**config.mk**
```make
export PLATFORM = sky130hd
export DESIGN_NAME = sat_counter16
export DESIGN_NICKNAME = d
export VERILOG_FILES = /design/src/rtl/sat_counter16.sv
export SDC_FILE = /design/constraint.sdc
export NUM_CORES = 1
export LEC_CHECK = 0
export BUFFER_PORTS_ARGS = -buffer_cell sky130_fd_sc_hd__buf_2
export CAP_MARGIN = 30
export CORE_MARGIN = 2
export CORE_UTILIZATION = 30
export CTS_BUF_LIST = sky130_fd_sc_hd__clkbuf_2 sky130_fd_sc_hd__clkbuf_4 sky130_fd_sc_hd__clkbuf_8
export CTS_CLUSTER_DIAMETER = 50
export CTS_CLUSTER_SIZE = 16
export DETAILED_ROUTE_END_ITERATION = 8
export PLACE_DENSITY = 0.55
export SLEW_MARGIN = 0
export SYNTH_ARGS = -nofsm -noshare
export SYNTH_HDL_FRONTEND = slang
export SYNTH_SLANG_ARGS = --single-unit
```
**constraint.sdc**
```tcl
create_clock -name clk -period 2.2 [get_ports clk]
set_input_delay 0.22 -clock clk [delete_from_list [all_inputs] [get_ports clk]]
set_output_delay 0.22 -clock clk [all_outputs]
set_load 0.005 [all_outputs]
```
**src/rtl/sat_counter16.sv**
```systemverilog
// 16-bit up-counter that stops at 16'hFFFF. It has a synchronous clear and
// an increment enable.
`timescale 1ns/1ps
module sat_counter16 (
    input  logic        clk,
    input  logic        reset,
    input  logic        clr,
    input  logic        inc,
    output logic [15:0] count
);

    logic [15:0] count_reg;

    // Count up on inc and hold once the counter reaches full scale.
    always_ff @(posedge clk) begin
        if (reset || clr) begin
            count_reg <= '0;
        end else if (inc && (count_reg != 16'hFFFF)) begin
            count_reg <= count_reg + 16'd1;
        end
    end

    assign count = count_reg;

endmodule

```
* Word level (Yosys, flattened, before mapping) *
Cells that the tools add are included.

word-level totals
  bits in registers = 16
  bits of input ports = 4

operators by class
  equal/unequal tests = 1
  $add $sub $neg = 1
  reductions and logical operators = 2

operator list
  operator               count
  $add 16x1->16 const B  1
  $ne 16x16->1 const B   1
  $logic_and 1x1->1      1
  $logic_or 1x1->1       1

* Depth between registers and ports, before layout *
Gate-level depths: netlist of run 1.

  depth after elaboration = 2
  depth in mapped cells = 5
  depth with buffers taken out = 5

* Least setup slack after synthesis of run 1 *
No wires, ideal clock.

  path kind = reg2reg
  start point = register count_reg[0] (netlist: count[0])
  end point = register count_reg[5] (netlist: count[5])
  library setup time = 0.116 ns
  arrival = 1.509 ns
  data required time = 2.084 ns
  stages on the path, launching flop included = 5
  clock period less this slack = 1.626 ns
  buffers on the path = 0
  setup slack = 0.574 ns
  cell sequence = dfxtp_1 -> ha_1 -> nand3_1 -> or4_4 -> a41o_1

on the way
  cells in the longest elaborated chain, start to end = 2
  elaborated cells between the ends (all ways) = 3

RTL lines
  what                                                                   line  RTL
  start: declaration                                                     12    logic [15:0] count_reg;
  start signal: assignment                                               19    count_reg <= count_reg + 16'd1;
  parallel branches: the longest is 2 deep, another holds $add 16x1->16  n/a

Several ways; the timed one is not identified.
A chain may end at the register's enable or synchronous reset.

* Worst setup path after layout of run 1 *
  start point = register count_reg[0] (netlist: count[0])
  end point = register count_reg[3] (netlist: count[3])

The elaborated chain is that of the path after synthesis.

==> results of run 1 <==
layout by cell type (no fill, tap or decap):
cell type,count
buf_2,19
dfxtp_1,16
a21oi_1,9
nor2_1,7
nand2_1,6
nand4_1,5
nand3_1,5
o21ai_0,5
or3_1,5
and4_1,4
a41o_1,4
o31ai_1,3
or4_1,3
a31oi_1,3
clkbuf_4,3
xor2_1,2
and2_1,2
or2_2,1
and3_4,1
nand4_2,1
o41ai_2,1
inv_1,1
or4_4,1
nor4_2,1
nand4_4,1
nor3_1,1
o211a_1,1
a211oi_1,1
xnor2_1,1
ha_1,1
clkbuf_8,1
metal layers:
layer	share of wire (%)	track usage, %	wire, µm
met5	0	0	0
met4	2.4	7.97	46
met3	3.5	2.49	67
met2	46	21.3	891
met1	48	17.2	927
cells in the mapped netlist (all sizes together):
cell type  instances
or4                4
a21oi              9
nand2              6
ha                 1
nor4               1
nand3              5
or3                5
a211oi             1
nor2               7
o211a              1
xnor2              1
o41ai              1
a31oi              3
o31ai              3
xor2               2
o21ai              5
nor3               1
and4               4
inv                1
nand4              7
dfxtp             16
clkbuf             3
or2                1
and2               2
a41o               4
and3               1
path summary, 6_finish.rpt:
path,from,endpoint,slack [ns],cells past startpoint
worst max-delay path,count[0],count[3],0.38,5
worst min-delay path,reset,count[12],0.25,3
worst max register to register,count[0],count[3],0.38,5
worst min register to register,count[1],count[1],0.51,2
power groups by stage:
| stage | combinational (µW) | sequential, µW | clock (µW) |
|---|---|---|---|
| finish | 18.8 | 292 | 201 |
| global route | 21.0 | 293 | 220 |
| CTS | 19.2 | 292 | 205 |
| detailed placement | 19.1 | 299 | 0 |
| global placement | 19.0 | 299 | 0 |
| floorplan | 11.0 | 299 | 0 |
stage by stage:
step                      utilization (%)  total power, µW  hold WS (ns)  area [µm²]  worst slack, ns
after floorplan                         -              310         0.380         847            0.574
after global placement               35.7              318         0.496         968            0.494
after detailed placement             35.7              318         0.507         968            0.412
after CTS                            37.1              516         0.247        1000            0.377
after global routing                 37.1              534         0.249        1000            0.150
final                                37.1              512         0.246        1000            0.384
final cells by class:
cell class / instances / area [µm²] / area share [%]
clock buffer: 4 / 36.3 / 3.61
tap: 31 / 38.8 / 3.86
inverter: 1 / 3.75 / 0.374
timing repair buffer: 19 / 95.1 / 9.46
multi-input combinational: 75 / 510 / 50.8
sequential: 16 / 320 / 31.9
worst register-to-register path: stages (launching register included):
cell and delay [ns]:
dfxtp_1 0.41, ha_1 0.21, nand3_1 0.17, o41ai_2 0.63
o21ai_0 0.19, a21oi_1 0.14
cell families after synthesis:
| group | after synthesis |
|---|---|
| AO/OA/AOI/OAI | 27 |
| XOR/XNOR | 3 |
| adder cells (fa/ha/maj) | 1 |
| buffers and inverters | 4 |
| flip-flops | 16 |
| AND/OR/NAND/NOR | 44 |
==> results.json, run 1 <==
{
  "status": "finished, final reports clean",
  "die_w_um": 57.1,
  "largest_reg_flops": 16,
  "drt_pass1_iterations": 4,
  "area_growth_pct": 18.6,
  "tns_ns": 0,
  "yosys_register_bits": 16,
  "io_buffers": 19,
  "cts_buffers": 3,
  "synthXorXnorAreaFrac_pct": 3.10,
  "drtAntennaViolNets": 0,
  "cts-root-buf": "clkbuf_4",
  "worstSetupEndpointType": "register",
  "htreeDepth": 1,
  "drcViolationCount": 0,
  "crit_buf_inv": 0,
  "startpoint_type": "register",
  "tritoncts": "yes",
  "relSlewSlack_pct": 62.4,
  "clockPowerShare_pct": 39.3,
  "finalSetupViolCount": 0,
  "antenna_found_initial": 0,
  "rows": 19,
  "seqPwrFrac_pct": 57.1,
  "synth_fp_nets": 100,
  "crit_arrival_ns": 2.05,
  "n_fill_cell": 294,
  "numPlacedInstances": 142,
  "synth_cell_type_count": 30,
  "ctsResizeCount": 0,
  "dieArea_mm2": 0.00326,
  "pwr_density_cell_mw_per_mm2": 510,
  "muxShareOfSynthArea_pct": 0,
  "grt_max_degree": 16,
  "synth_top_family_by_area": "simple AND/OR/NAND/NOR gates",
  "vias": 813,
  "switching_power_uw": 114,
  "core_mm2": 0.00271,
  "ys_warn_count": 0,
  "cp.required_ns": 2.44,
  "finalCritPeriodShare_pct": 82.6,
  "grt_remaining_overflow": 0,
  "path_clk_slew_ns": 0.10,
  "wire_per_inst_um": 13.2,
  "yosysSeqAreaShare_pct": 37.8,
  "grt.total_usage_pct": 13.5,
  "post-cts-setup-buffer-count": 0,
  "criticalPathCategory": "register to register",
  "sw_frac_of_total_pct": 22.2,
  "p_leak_uw": 0.000416,
  "p_int_uw": 398,
  "grt_pass1_wl_mm": 3.46,
  "hold_path_class": "primary input to register",
  "n_antenna_cell": 0,
  "vias_per_cell": 5.57,
  "drt_iter0_markers": 22,
  "max_cap_viol_count": 0,
  "critPathTopFamily": "compound AO/OA/AOI/OAI gates",
  "cpMaxStageDelayCell": "o41ai_2",
  "synth.avg_cell_area_um2": 8.92,
  "layout-drive-gt1-share_pct": 26.1,
  "max_stage_delay_ns": 0.63,
  "fin_crit_ns": 1.82,
  "maxSlewViolCount": 0,
  "fp.dieH_um": 57.1,
  "grt_pass1_vias": 785,
  "crit_chain": "ha_1 -> nand3_1 -> o41ai_2 -> o21ai_0 -> a21oi_1",
  "synth_area_leader_cell": "dfxtp_1",
  "ys_top_cells_by_area": "dfxtp_1 38%, a21oi_1 5.3%, a41o_1 4.7%",
  "initial_utilization_pct": 31.3,
  "clockBufferDepth": 2,
  "hold_viol_final": 0,
  "stdcell_count": 146,
  "gp_congestion": 0.712,
  "finalNetCount": 121,
  "peakVddDrop_uv": 227,
  "rsz0062_at_grt": "no",
  "synth_top_area_share_pct": 37.8,
  "synth-compound-area-share_pct": 21.9,
  "postCtsHoldBufs": 0,
  "clkLatencyLatePin_ns": 0.30,
  "max_clock_freq_ghz": 0.551,
  "pwr-share-comb_pct": 3.7,
  "worstMarginPinSlew_ns": 0.558,
  "post_synth_fa_ha_maj_area_fraction_pct": 1.48,
  "cts_sinks": 16,
  "synthSimpleGateAreaFrac_pct": 33.8,
  "io_pins": 20,
  "syn_area_um2": 847,
  "place_hpwl_mm": 1.38,
  "worstPathMaxFanout": 6,
  "syn_inst": 95,
  "drt_wl_total_mm": 1.93,
  "finClkSkew_ns": 0.00523
}
(Power assumes the default switching activity.)
==> inputs of run 2 (changes only) <==
--- a/config.mk
+++ b/config.mk
@@ -5,6 +5,7 @@
 export SDC_FILE = /design/constraint.sdc
 export NUM_CORES = 1
 export LEC_CHECK = 0
+export ABC_AREA = 1
 export BUFFER_PORTS_ARGS = -buffer_cell sky130_fd_sc_hd__buf_2
 export CAP_MARGIN = 30
 export CORE_MARGIN = 2
@@ -13,7 +14,7 @@
 export CTS_CLUSTER_DIAMETER = 50
 export CTS_CLUSTER_SIZE = 16
 export DETAILED_ROUTE_END_ITERATION = 8
-export PLACE_DENSITY = 0.55
+export PLACE_DENSITY = 0.56
 export SLEW_MARGIN = 0
 export SYNTH_ARGS = -nofsm -noshare
 export SYNTH_HDL_FRONTEND = slang
==> constraint.sdc (replaced) <==
create_clock -name clk -period 1.5 [get_ports clk]
set_input_delay 0.15 -clock clk [delete_from_list [all_inputs] [get_ports clk]]
set_output_delay 0.15 -clock clk [all_outputs]
set_load 0.005 [all_outputs]
==> run 2 against run 1 <==
  * Critical path depth increased by 3
  * Sequential share of layout area decreased by 4.9 points
  * Clock-buffer cell count unchanged
  * Clock skew is 0.0014 ns lower
  * Non-clock buffer count rose by 6
==> results.json, run 2 <==
{
  "io_pins": 20,
  "fin_crit_ns": 1.38,
  "vias_per_cell": 4.54,
  "synth.avg_cell_area_um2": 6.38,
  "ys_warn_count": 0,
  "cts_sinks": 16,
  "clockBufferDepth": 2,
  "finalSetupViolCount": 0,
  "area_growth_pct": 25.8,
  "n_antenna_cell": 0,
  "stdcell_count": 220,
  "max_stage_delay_ns": 0.35,
  "grt.total_usage_pct": 13.9,
  "startpoint": "count[0]",
  "core_mm2": 0.00303,
  "cts-root-buf": "clkbuf_4",
  "finClkSkew_ns": 0.00385,
  "hold_path_class": "primary input to register",
  "max_clock_freq_ghz": 0.724,
  "antenna_found_initial": 0,
  "worstSetupEndpointType": "register",
  "n_fill_cell": 344,
  "cp.required_ns": 1.70,
  "ys.flop_type": "dfxtp_1",
  "grt_pass1_wl_mm": 3.83,
  "tritoncts": "yes",
  "synth_edf_count": 0,
  "pwr_density_cell_mw_per_mm2": 642,
  "largest_reg_flops": 16,
  "hold_viol_final": 0,
  "drtAntennaViolNets": 0,
  "ys_top_cells_by_area": "dfxtp_1 34%, nand2_1 15%, nor2_1 13%",
  "synth_area_leader_cell": "dfxtp_1",
  "yosys-top-cells-count": "38 x nand2_1, 34 x nor2_1, 16 x dfxtp_1, 14 x nand3_1, 12 x inv_1",
  "cts_buffers": 3,
  "path_clk_slew_ns": 0.10,
  "drt_iter0_markers": 46,
  "finalNetCount": 182,
  "initial_utilization_pct": 31.4,
  "rsz0062_at_grt": "no",
  "dieArea_mm2": 0.00364,
  "drcViolationCount": 0,
  "rows": 20,
  "yosysSeqAreaShare_pct": 33.7,
  "clkLatencyLatePin_ns": 0.29,
  "die_w_um": 60.3,
  "critPathTopFamily": "simple AND/OR/NAND/NOR gates",
  "startpoint_type": "register",
  "cpMaxStageDelayCell": "dfxtp_1",
  "numPlacedInstances": 216,
  "p_leak_uw": 0.000497,
  "worstPathMaxFanout": 5,
  "max_cap_viol_count": 0,
  "io_buffers": 19,
  "worstReg2RegStart": "count[0]",
  "tns_ns": 0,
  "yosysMostFrequentCell": "nand2_1",
  "layout-drive-gt1-share_pct": 28.4,
  "power_uw": 768,
  "path_depth": 8,
  "synth_cell_type_count": 21,
  "grt_max_degree": 17,
  "layout_commonest_cell": "nand2_1",
  "async_flop_share_pct": 0,
  "regArea_um2": 323,
  "vias": 999,
  "relSlewSlack_pct": 83.7,
  "htreeDepth": 1,
  "drt_pass1_iterations": 4,
  "crit_buf_inv": 0,
  "crit_end": "count[2]",
  "yosys_register_bits": 16,
  "synth_fp_nets": 154,
  "grt_remaining_overflow": 0,
  "synth_top_area_share_pct": 33.7,
  "r2r_slack_ns": 0.12,
  "multiInputGateArea_um2": 589,
  "status": "finished, final reports clean",
  "r2r_cells": 8,
  "maxSlewViolCount": 0,
  "fp.dieH_um": 60.3,
  "peakVddDrop_uv": 473,
  "place_hpwl_mm": 1.68,
  "holdWs_ns": 0.252,
  "final_cell_mix": "37 x nand2_1, 33 x nor2_1, 19 x buf_2",
  "finalCritPeriodShare_pct": 92.1,
  "gp_congestion": 0.761,
  "r2r_end": "count[2]",
  "drt_wl_total_mm": 2.24,
  "syn_inst": 149,
  "wire_per_inst_um": 10.2,
  "crit_arrival_ns": 1.58,
  "criticalPathCategory": "register to register",
  "syn_area_um2": 951,
  "crit_chain": "ha_2 -> nand2_2 -> nor2_4 -> nand2_2 -> nor2_4 -> nor2_2 -> a21oi_1 -> nor2_1",
  "grt_pass1_vias": 900,
  "worstMarginPinSlew_ns": 0.244
}
-- run 2: cell types whose count changed after synthesis, sizes merged, moves of 4 or more --
cell	before	now
nand3	5	14
nand2	6	42
or3	5	0
and4	4	0
or4	4	0
nor2	7	41
a41o	4	0
inv	1	13
-- run 2: stage by stage --
stage	worst slack, ns	cell area [µm²]	utilization, %
6_report	0.119	1200	39.5
5_1_grt	0.00136	1200	39.5
4_1_cts	0.0235	1160	38.4
3_5_place_dp	0.0371	1130	37.2
3_3_place_gp	0.104	1130	37.2
2_1_floorplan	0.141	951	-
-- run 2: worst min path at each step --
stage                     slack, ns  cells after the start      from        end
final                          0.25                      4       inc  count[11]
after floorplan                0.34                      3       inc  count[11]
after global placement         0.52                      2  count[5]   count[5]
after CTS                      0.25                      4       inc  count[11]
after detailed placement       0.52                      2  count[5]   count[5]
after global routing           0.27                      4       inc  count[11]
-- run 2: what timing repair did --
item                       CTS  global route
setup buffers                0             0
resized for setup            0             9
setup endpoints to repair    0            14
hold buffers                 0             0
-- run 2: cell type report --
class / instances / share of cell area [%]
multi-input cells: 117 / 49.3
clock buffers: 4 / 3.03
well taps: 44 / 4.60
inverters: 14 / 4.39
repair buffers: 25 / 11.7
flip-flops and latches: 16 / 27.0
-- run 2: worst reg2reg max path, stage by stage, from the launching register on --
cell	delay [ns]
dfxtp_1	0.35
ha_2	0.20
nand2_2	0.08
nor2_4	0.16
nand2_2	0.10
nor2_4	0.14
nor2_2	0.09
a21oi_1	0.13
nor2_1	0.05
-- run 2: metal layers --
layer	track usage, %	wire (µm)	up-vias
li1	-	-	527
met1	18.1	1100	448
met2	22.2	993	20
met3	4.55	115	4
met4	3.49	30	0
met5	0	0	-
-- run 2: where the power goes --
group | switching (µW) | internal (µW)
clock | 147 | 148
combinational | 25.8 | 17.9
sequential | 1.49 | 427
total | 175 | 593
-- run 2: cell families after synthesis --
| group | after synthesis | share of synthesized area, % |
|---|---|---|
| compound gates | 14 | 8.03 |
| fa+ha+maj | 1 | 1.32 |
| buf+inv | 16 | 7.50 |
| flops | 16 | 33.7 |
| simple gates | 102 | 49.5 |
